--- config.mk ---
export PLATFORM = sky130hd
export DESIGN_NAME = decode_buffer
export DESIGN_NICKNAME = d
export VERILOG_FILES = /design/src/rtl/decode_buffer.sv
export SDC_FILE = /design/constraint.sdc
export NUM_CORES = 2
export LEC_CHECK = 0
export CORE_MARGIN = 5
export CORE_UTILIZATION = 54
export CTS_BUF_LIST = sky130_fd_sc_hd__clkbuf_4 sky130_fd_sc_hd__clkbuf_8 sky130_fd_sc_hd__clkbuf_16
export CTS_CLUSTER_DIAMETER = 150
export DETAILED_ROUTE_END_ITERATION = 7
export PLACE_DENSITY_LB_ADDON = 0.12
export SLEW_MARGIN = 25
export SYNTH_ARGS = -nofsm -noshare
export SYNTH_HDL_FRONTEND = slang
export SYNTH_SLANG_ARGS = --single-unit
export TNS_END_PERCENT = 5
--- constraint.sdc ---
create_clock -name clk -period 23.9 [get_ports clk]
set_clock_uncertainty 0.15 [all_clocks]
set_input_delay 4.78 -clock clk [delete_from_list [all_inputs] [get_ports clk]]
set_output_delay 4.78 -clock clk [all_outputs]
set_load 0.005 [all_outputs]
--- src/rtl/decode_buffer.sv ---
// decode_buffer: multi-lane MIPS-I decode stage feeding a circular queue of
// decoded instructions. Up to LANES entries are pushed and presented per cycle.
// Issue groups end at the first trapping entry (ri/syscall/break/eret).
module decode_buffer #(
  parameter int unsigned LANES = 2,
  parameter int unsigned DEPTH = 8
) (
  input  logic                         clk,
  input  logic                         rst,
  input  logic                         flush,
  input  logic [LANES-1:0]             in_valid,
  input  logic [32*LANES-1:0]          in_instr,
  input  logic [32*LANES-1:0]          in_pc,
  output logic                         in_ready,
  output logic [LANES-1:0]             out_valid,
  output logic [32*LANES-1:0]          out_instr,
  output logic [32*LANES-1:0]          out_pc,
  output logic [17*LANES-1:0]          out_ctrl,
  input  logic [$clog2(LANES+1)-1:0]   out_pop,
  output logic [$clog2(DEPTH):0]       count
);

  localparam int unsigned PW     = $clog2(LANES + 1);
  localparam int unsigned PTRW   = $clog2(DEPTH);
  localparam int unsigned CW     = PTRW + 1;
  localparam int unsigned CTRL_W = 17;

  // Control word bit positions
  localparam int unsigned B_RI        = 16;
  localparam int unsigned B_SYSCALL   = 15;
  localparam int unsigned B_BREK      = 14;
  localparam int unsigned B_ERET      = 13;
  localparam int unsigned B_CP0_WEN   = 12;
  localparam int unsigned B_CP0TOREG  = 11;
  localparam int unsigned B_HILO_WEN  = 10;
  localparam int unsigned B_HILOTOREG = 9;
  localparam int unsigned B_PCTOREG   = 8;
  localparam int unsigned B_MEMREAD   = 7;
  localparam int unsigned B_REGWRITE  = 6;
  localparam int unsigned B_REGDST    = 5;
  localparam int unsigned B_ALUSRC    = 4;
  localparam int unsigned B_BRANCH    = 3;
  localparam int unsigned B_MEMWRITE  = 2;
  localparam int unsigned B_MEMTOREG  = 1;
  localparam int unsigned B_JUMP      = 0;

  localparam logic [31:0] ERET_WORD = 32'h4200_0018;

  // Queue storage (not reset: contents are only observed through count)
  logic [31:0]       instr_q [DEPTH];
  logic [31:0]       pc_q    [DEPTH];
  logic [CTRL_W-1:0] ctrl_q  [DEPTH];

  logic [PTRW-1:0] head_q, head_d;
  logic [PTRW-1:0] tail_q, tail_d;
  logic [CW-1:0]   count_q, count_d;

  logic [PW-1:0]     lead_ones;
  logic              run;
  logic [PW-1:0]     push_n;
  logic [LANES-1:0]  wr_en;
  logic [CTRL_W-1:0] dec_ctrl [LANES];
  logic [PW-1:0]     nvalid;
  logic [PW-1:0]     pop_n;
  logic              trap_seen;
  logic [PTRW-1:0]   rd_idx;

  // Single-instruction MIPS-I decoder producing the 17-bit control word
  function automatic logic [CTRL_W-1:0] decode_instr(input logic [31:0] instr);
    logic [CTRL_W-1:0] c;
    logic [5:0]        op;
    logic [5:0]        funct;
    logic [4:0]        rs;
    logic [4:0]        rt;
    c     = '0;
    op    = instr[31:26];
    rs    = instr[25:21];
    rt    = instr[20:16];
    funct = instr[5:0];
    case (op)
      6'h00: begin
        case (funct)
          6'h00, 6'h02, 6'h03, 6'h04, 6'h06, 6'h07,
          6'h20, 6'h21, 6'h22, 6'h23, 6'h24, 6'h25, 6'h26, 6'h27,
          6'h2A, 6'h2B: begin
            c[B_REGWRITE] = 1'b1;
            c[B_REGDST]   = 1'b1;
          end
          6'h08: c = '0;
          6'h09: begin
            c[B_REGWRITE] = 1'b1;
            c[B_REGDST]   = 1'b1;
            c[B_PCTOREG]  = 1'b1;
          end
          6'h0C: c[B_SYSCALL] = 1'b1;
          6'h0D: c[B_BREK]    = 1'b1;
          6'h10, 6'h12: begin
            c[B_REGWRITE]  = 1'b1;
            c[B_REGDST]    = 1'b1;
            c[B_HILOTOREG] = 1'b1;
          end
          6'h11, 6'h13, 6'h18, 6'h19, 6'h1A, 6'h1B: c[B_HILO_WEN] = 1'b1;
          default: c[B_RI] = 1'b1;
        endcase
      end
      6'h01: begin
        case (rt)
          5'h00, 5'h01: c[B_BRANCH] = 1'b1;
          5'h10, 5'h11: begin
            c[B_REGWRITE] = 1'b1;
            c[B_REGDST]   = 1'b1;
            c[B_BRANCH]   = 1'b1;
            c[B_PCTOREG]  = 1'b1;
          end
          default: c[B_RI] = 1'b1;
        endcase
      end
      6'h02: c[B_JUMP] = 1'b1;
      6'h03: begin
        c[B_REGWRITE] = 1'b1;
        c[B_REGDST]   = 1'b1;
        c[B_JUMP]     = 1'b1;
        c[B_PCTOREG]  = 1'b1;
      end
      6'h04, 6'h05, 6'h06, 6'h07: c[B_BRANCH] = 1'b1;
      6'h08, 6'h09, 6'h0A, 6'h0B, 6'h0C, 6'h0D, 6'h0E, 6'h0F: begin
        c[B_REGWRITE] = 1'b1;
        c[B_ALUSRC]   = 1'b1;
      end
      6'h10: begin
        if (instr == ERET_WORD) begin
          c[B_ERET] = 1'b1;
        end else if (rs == 5'h00) begin
          c[B_REGWRITE]  = 1'b1;
          c[B_CP0TOREG]  = 1'b1;
        end else if (rs == 5'h04) begin
          c[B_CP0_WEN] = 1'b1;
        end else begin
          c[B_RI] = 1'b1;
        end
      end
      6'h20, 6'h21, 6'h22, 6'h23, 6'h24, 6'h25, 6'h26: begin
        c[B_REGWRITE] = 1'b1;
        c[B_ALUSRC]   = 1'b1;
        c[B_MEMTOREG] = 1'b1;
        c[B_MEMREAD]  = 1'b1;
      end
      6'h28, 6'h29, 6'h2A, 6'h2B, 6'h2E: begin
        c[B_ALUSRC]   = 1'b1;
        c[B_MEMWRITE] = 1'b1;
      end
      default: c[B_RI] = 1'b1;
    endcase
    return c;
  endfunction

  // Room for a full LANES-wide push, judged on occupancy before any pop
  assign in_ready = (count_q <= CW'(DEPTH - LANES));
  assign count    = count_q;

  // Push count: leading contiguous valid lanes, zero when not ready or flushing
  always_comb begin
    lead_ones = '0;
    run       = 1'b1;
    for (int unsigned i = 0; i < LANES; i++) begin
      run = run & in_valid[i];
      if (run) lead_ones = lead_ones + PW'(1);
    end
    push_n = (in_ready && !flush && !rst) ? lead_ones : '0;
    wr_en  = '0;
    for (int unsigned i = 0; i < LANES; i++) begin
      wr_en[i] = (PW'(i) < push_n);
    end
  end

  // Per-lane decode of the incoming instruction words
  always_comb begin
    for (int unsigned i = 0; i < LANES; i++) begin
      dec_ctrl[i] = decode_instr(in_instr[32*i +: 32]);
    end
  end

  // Write accepted lanes into consecutive slots starting at tail
  always_ff @(posedge clk) begin
    for (int unsigned i = 0; i < LANES; i++) begin
      if (wr_en[i]) begin
        instr_q[tail_q + PTRW'(i)] <= in_instr[32*i +: 32];
        pc_q[tail_q + PTRW'(i)]    <= in_pc[32*i +: 32];
        ctrl_q[tail_q + PTRW'(i)]  <= dec_ctrl[i];
      end
    end
  end

  // Present in-order entries from head, ending the group after a trap entry
  always_comb begin
    out_valid = '0;
    out_instr = '0;
    out_pc    = '0;
    out_ctrl  = '0;
    trap_seen = 1'b0;
    nvalid    = '0;
    rd_idx    = '0;
    for (int unsigned k = 0; k < LANES; k++) begin
      rd_idx = head_q + PTRW'(k);
      if ((count_q > CW'(k)) && !trap_seen) begin
        out_valid[k]           = 1'b1;
        out_instr[32*k +: 32]  = instr_q[rd_idx];
        out_pc[32*k +: 32]     = pc_q[rd_idx];
        out_ctrl[17*k +: 17]   = ctrl_q[rd_idx];
        trap_seen              = |ctrl_q[rd_idx][B_RI:B_ERET];
        nvalid                 = nvalid + PW'(1);
      end
    end
  end

  // Effective pop saturates at the presented entry count; pointer/count next-state
  always_comb begin
    pop_n   = (out_pop > nvalid) ? nvalid : out_pop;
    head_d  = head_q + PTRW'(pop_n);
    tail_d  = tail_q + PTRW'(push_n);
    count_d = count_q + CW'(push_n) - CW'(pop_n);
  end

  // Queue pointers and occupancy; reset and flush empty the queue
  always_ff @(posedge clk) begin
    if (rst || flush) begin
      head_q  <= '0;
      tail_q  <= '0;
      count_q <= '0;
    end else begin
      head_q  <= head_d;
      tail_q  <= tail_d;
      count_q <= count_d;
    end
  end

endmodule

==> impl_results.md <==
- Status: completed
- Per-cell via count in the routed design: 6.581
- Hold Fails Final Rpt: 0
- Layout overhead on the synthesized area: 15.60%
- Congestion Overflow GR: 0
- Routed wire length on met2: 59,790 um
- Number of enable flip-flop cells after synthesis: 640
- Register area share after synthesis: 0.4974
- Maximum fanout along the worst path: 82
- Die Y-Extent: 278.9 um
- HPWL Detailed: 70,000 um
- Worst setup path class: flip-flop to output port
- Later-pin clock latency in the skew report: 610 ps
- Amount of wire on met3 after detailed routing: 10,860 um
- Share of layout cells above drive strength 1: 0.2648
- Number of gates resized after cts: 0
- Highest achievable clock rate: 96.61 MHz
- Synth warnings: 0
- Pin count of the biggest net entering global routing: 150
- Die outline width: 278.9 um
- Worst Path Required: 18,970 ps
- Synth Net Count: 3,082
- CTS root buffer: clkbuf_16
- Clock input transition at the sequential cells of the worst setup and hold paths: 60 ps
- Placer congestion estimate: 0.8218
- Relative max-transition margin: 0.2167
- Unrepaired setup endpoints after global routing: no
- Drt drc: 0
- Cells taking the most area after synthesis: edfxtp_1 (49%), mux4_2 (18%), nand2_1 (6.3%)
- Area share of the largest cell type after synthesis: 0.4923
- Cell Rows: 98
- Netlist area before placement: 0.03904 mm^2
- Top Ports: 304
- CORE AREA: 0.07161 mm^2
- Effective utilization at floorplan: 0.5452
- Distinct cell type count after synthesis: 63
- Gate Count Post-Synth: 2,928
- Yosys reg bits: 650
- Global-route wire length before repair: 178,000 um
- Accumulated negative setup slack: 0 ps
- Biggest area consumer among synthesized cells: edfxtp_1
- Synth Area per Inst: 13.33 um^2
- Tightest Pin Transition: 1175 ps
- Worst hold slack: 563.0 ps
- Detailed-route via count: 26,948
- Setup Buffers After CTS: 0
- Antenna Violating Nets Remaining: 0
- Via count of the first global-routing pass: 27,590
- Setup Viol. Count Final: 0
- Max Used Layer: met5
- Number of I/O port buffers: 303
- Number of antenna violations at the first check in global routing: 13
- Number of max-slew violations in the final report: 0
- Static power due to leakage: 15.48 nW
- Number of levels the H-tree was split into: 3
- Max-cap violation count: 0
- Total routed wirelength: 120,400 um
- Class of the most critical hold timing path: flip-flop to flip-flop
- Net count, final: 3,239
- Proportion of synthesized flip-flops having asynchronous set or reset: 0
- Crit path capture type: output port
- Ratio of total power to cell area: 85.88 mW/mm^2
- Critical path launch point type: flip-flop
- Total GRT Usage: 0.3044
- Initial DRC count: 2,938
- Data arrival time at the worst-slack endpoint: 5420 ps
- Detailed-router iteration count before antenna repair: 6
- Worst-case setup margin in the final layout: 13,550 ps
- Min cycle time layout: 10,350 ps
- Layout filler cell count: 5,438
- Routed length per instance: 29.39 um
- CTS sink count: 650
- Overall die area: 0.07778 mm^2
- CTS tree: done
- Routed metal-1 wire length: 45,830 um
- Top flip-flop cell by instance count after synthesis: edfxtp_1
- Final worst-path cycle share: 0.4331
- Cts-stage hold buffer count: 0
- Clock buffer depth: 3
- Number of clock buffers inserted by TritonCTS: 73
- Peak ir drop on the vdd network: 78.05 uV
- Worst slack at placement: 13,810 ps
-- layout make-up --
type                       instances  area, um^2  share of cell area
sequential                       650       19430              0.4305
multi-input combinational       1975       18510              0.4101
timing repair buffer             359        3537             0.07837
clock buffer                      90        2042             0.04524
tap                              950        1189             0.02634
clock inverter                    38       311.5            0.006903
inverter                          26       97.59            0.002162
antenna                            7       17.52           0.0003881
-- through the flow --
| stage | utilization | instance area [um^2] | power (W) | cells |
|---|---|---|---|---|
| 2_1_floorplan | - | 39040 | 0.002156 | 2928 |
| 3_3_place_gp | 0.5956 | 42650 | 0.002751 | 3957 |
| 3_5_place_dp | 0.5959 | 42670 | 0.002773 | 3958 |
| 4_1_cts | 0.6288 | 45030 | 0.003889 | 4086 |
| 5_1_grt | 0.6301 | 45120 | 0.004036 | 4089 |
| 6_report | 0.6303 | 45130 | 0.003876 | 4095 |
-- sequential cells by signal, summed over array words and instances (netlist names) --
register / count
tail_q: 3
ctrl_q: 128
pc_q: 256
head_q: 3
instr_q: 256
count: 4
-- cell usage after synthesis (3+ instances only) --
| cell | instances |
|---|---|
| mux4_2 | 320 |
| buf_4 | 7 |
| nor2_1 | 195 |
| nor4b_1 | 3 |
| a31o_2 | 3 |
| edfxtp_1 | 640 |
| buf_2 | 81 |
| buf_1 | 49 |
| nand2_1 | 654 |
| xnor2_1 | 3 |
| o31ai_1 | 5 |
| inv_1 | 26 |
| a22o_1 | 4 |
| a21oi_1 | 20 |
| buf_6 | 12 |
| nand4_1 | 7 |
| nand2b_1 | 7 |
| nor4_1 | 10 |
| dfxtp_1 | 10 |
| xor2_1 | 4 |
| clkbuf_1 | 128 |
| nand4b_1 | 3 |
| or4_1 | 5 |
| mux2i_1 | 218 |
| o21ai_0 | 105 |
| and2_1 | 4 |
| and3_1 | 4 |
| nand3_1 | 17 |
| or2_2 | 3 |
| nor3_1 | 20 |
| ha_1 | 15 |
| mux2_4 | 100 |
| nor2b_1 | 7 |
| mux2_2 | 199 |
| fa_1 | 4 |
-- worst max-delay path, stage by stage, from the launching register on --
cell             delay, ps
dfxtp_4                620
buf_16                 320
buf_12                 400
buf_16                 440
mux4_2                 590
a22o_1                 260
nor3_1                 320
nand2_4                300
buf_4                  460
nor2_1                 330
clkdlybuf4s50_1        570
-- per-layer routing --
metal | global-route usage | vias up
met4 | 0.09129 | 18
met1 | 0.4040 | 13844
li1 | - | 11389
met3 | 0.05527 | 261
met5 | 0 | -
met2 | 0.5193 | 1436
-- cell families after synthesis --
kind of cell / after synthesis / synth area share
AOI/OAI and AO/OA: 159 / 0.02365
xor gates and xnor gates: 7 / 0.001570
adders and majority gates: 19 / 0.006858
buffers and inverters: 303 / 0.03471
DFF: 650 / 0.4974
muxes: 837 / 0.3363
and+or+nand+nor: 953 / 0.09948
-- cell usage in the layout, fill, tap and decap left out, types with 4 or more instances in the layout --
cell / instances
and3_1: 4
diode_2: 7
nor2b_1: 7
nand2_4: 4
edfxtp_1: 640
inv_1: 26
o21ai_0: 102
mux2_4: 100
nand4_1: 7
clkbuf_16: 78
fa_1: 4
nor3_1: 19
a22o_1: 4
a21oi_1: 20
clkinv_1: 16
mux2i_1: 218
nor4_1: 9
ha_1: 14
buf_4: 49
and2_1: 4
dfxtp_1: 7
clkbuf_4: 12
clkdlybuf4s50_1: 303
bufinv_16: 5
mux2_2: 199
nand2_1: 649
mux4_2: 320
o31ai_4: 4
nor2_1: 193
nand3_1: 13
nand2b_1: 7
or4_1: 5
clkinv_2: 14
-- power breakdown --
part           switching, W  internal (W)
Sequential        0.0000220       0.00127
Clock              0.000467      0.000659
Combinational      0.000706      0.000753
-- final timing paths --
path	cells after the start	slack [ps]	to	start
setup reg to reg	21	17470	count[2]	head_q[0]
hold reg to reg	2	560	count[0]	count[0]
hold / removal	2	560	count[0]	count[0]
setup / recovery	10	13550	out_pc[37]	head_q[0]
Power figures use the tool's default switching activity.
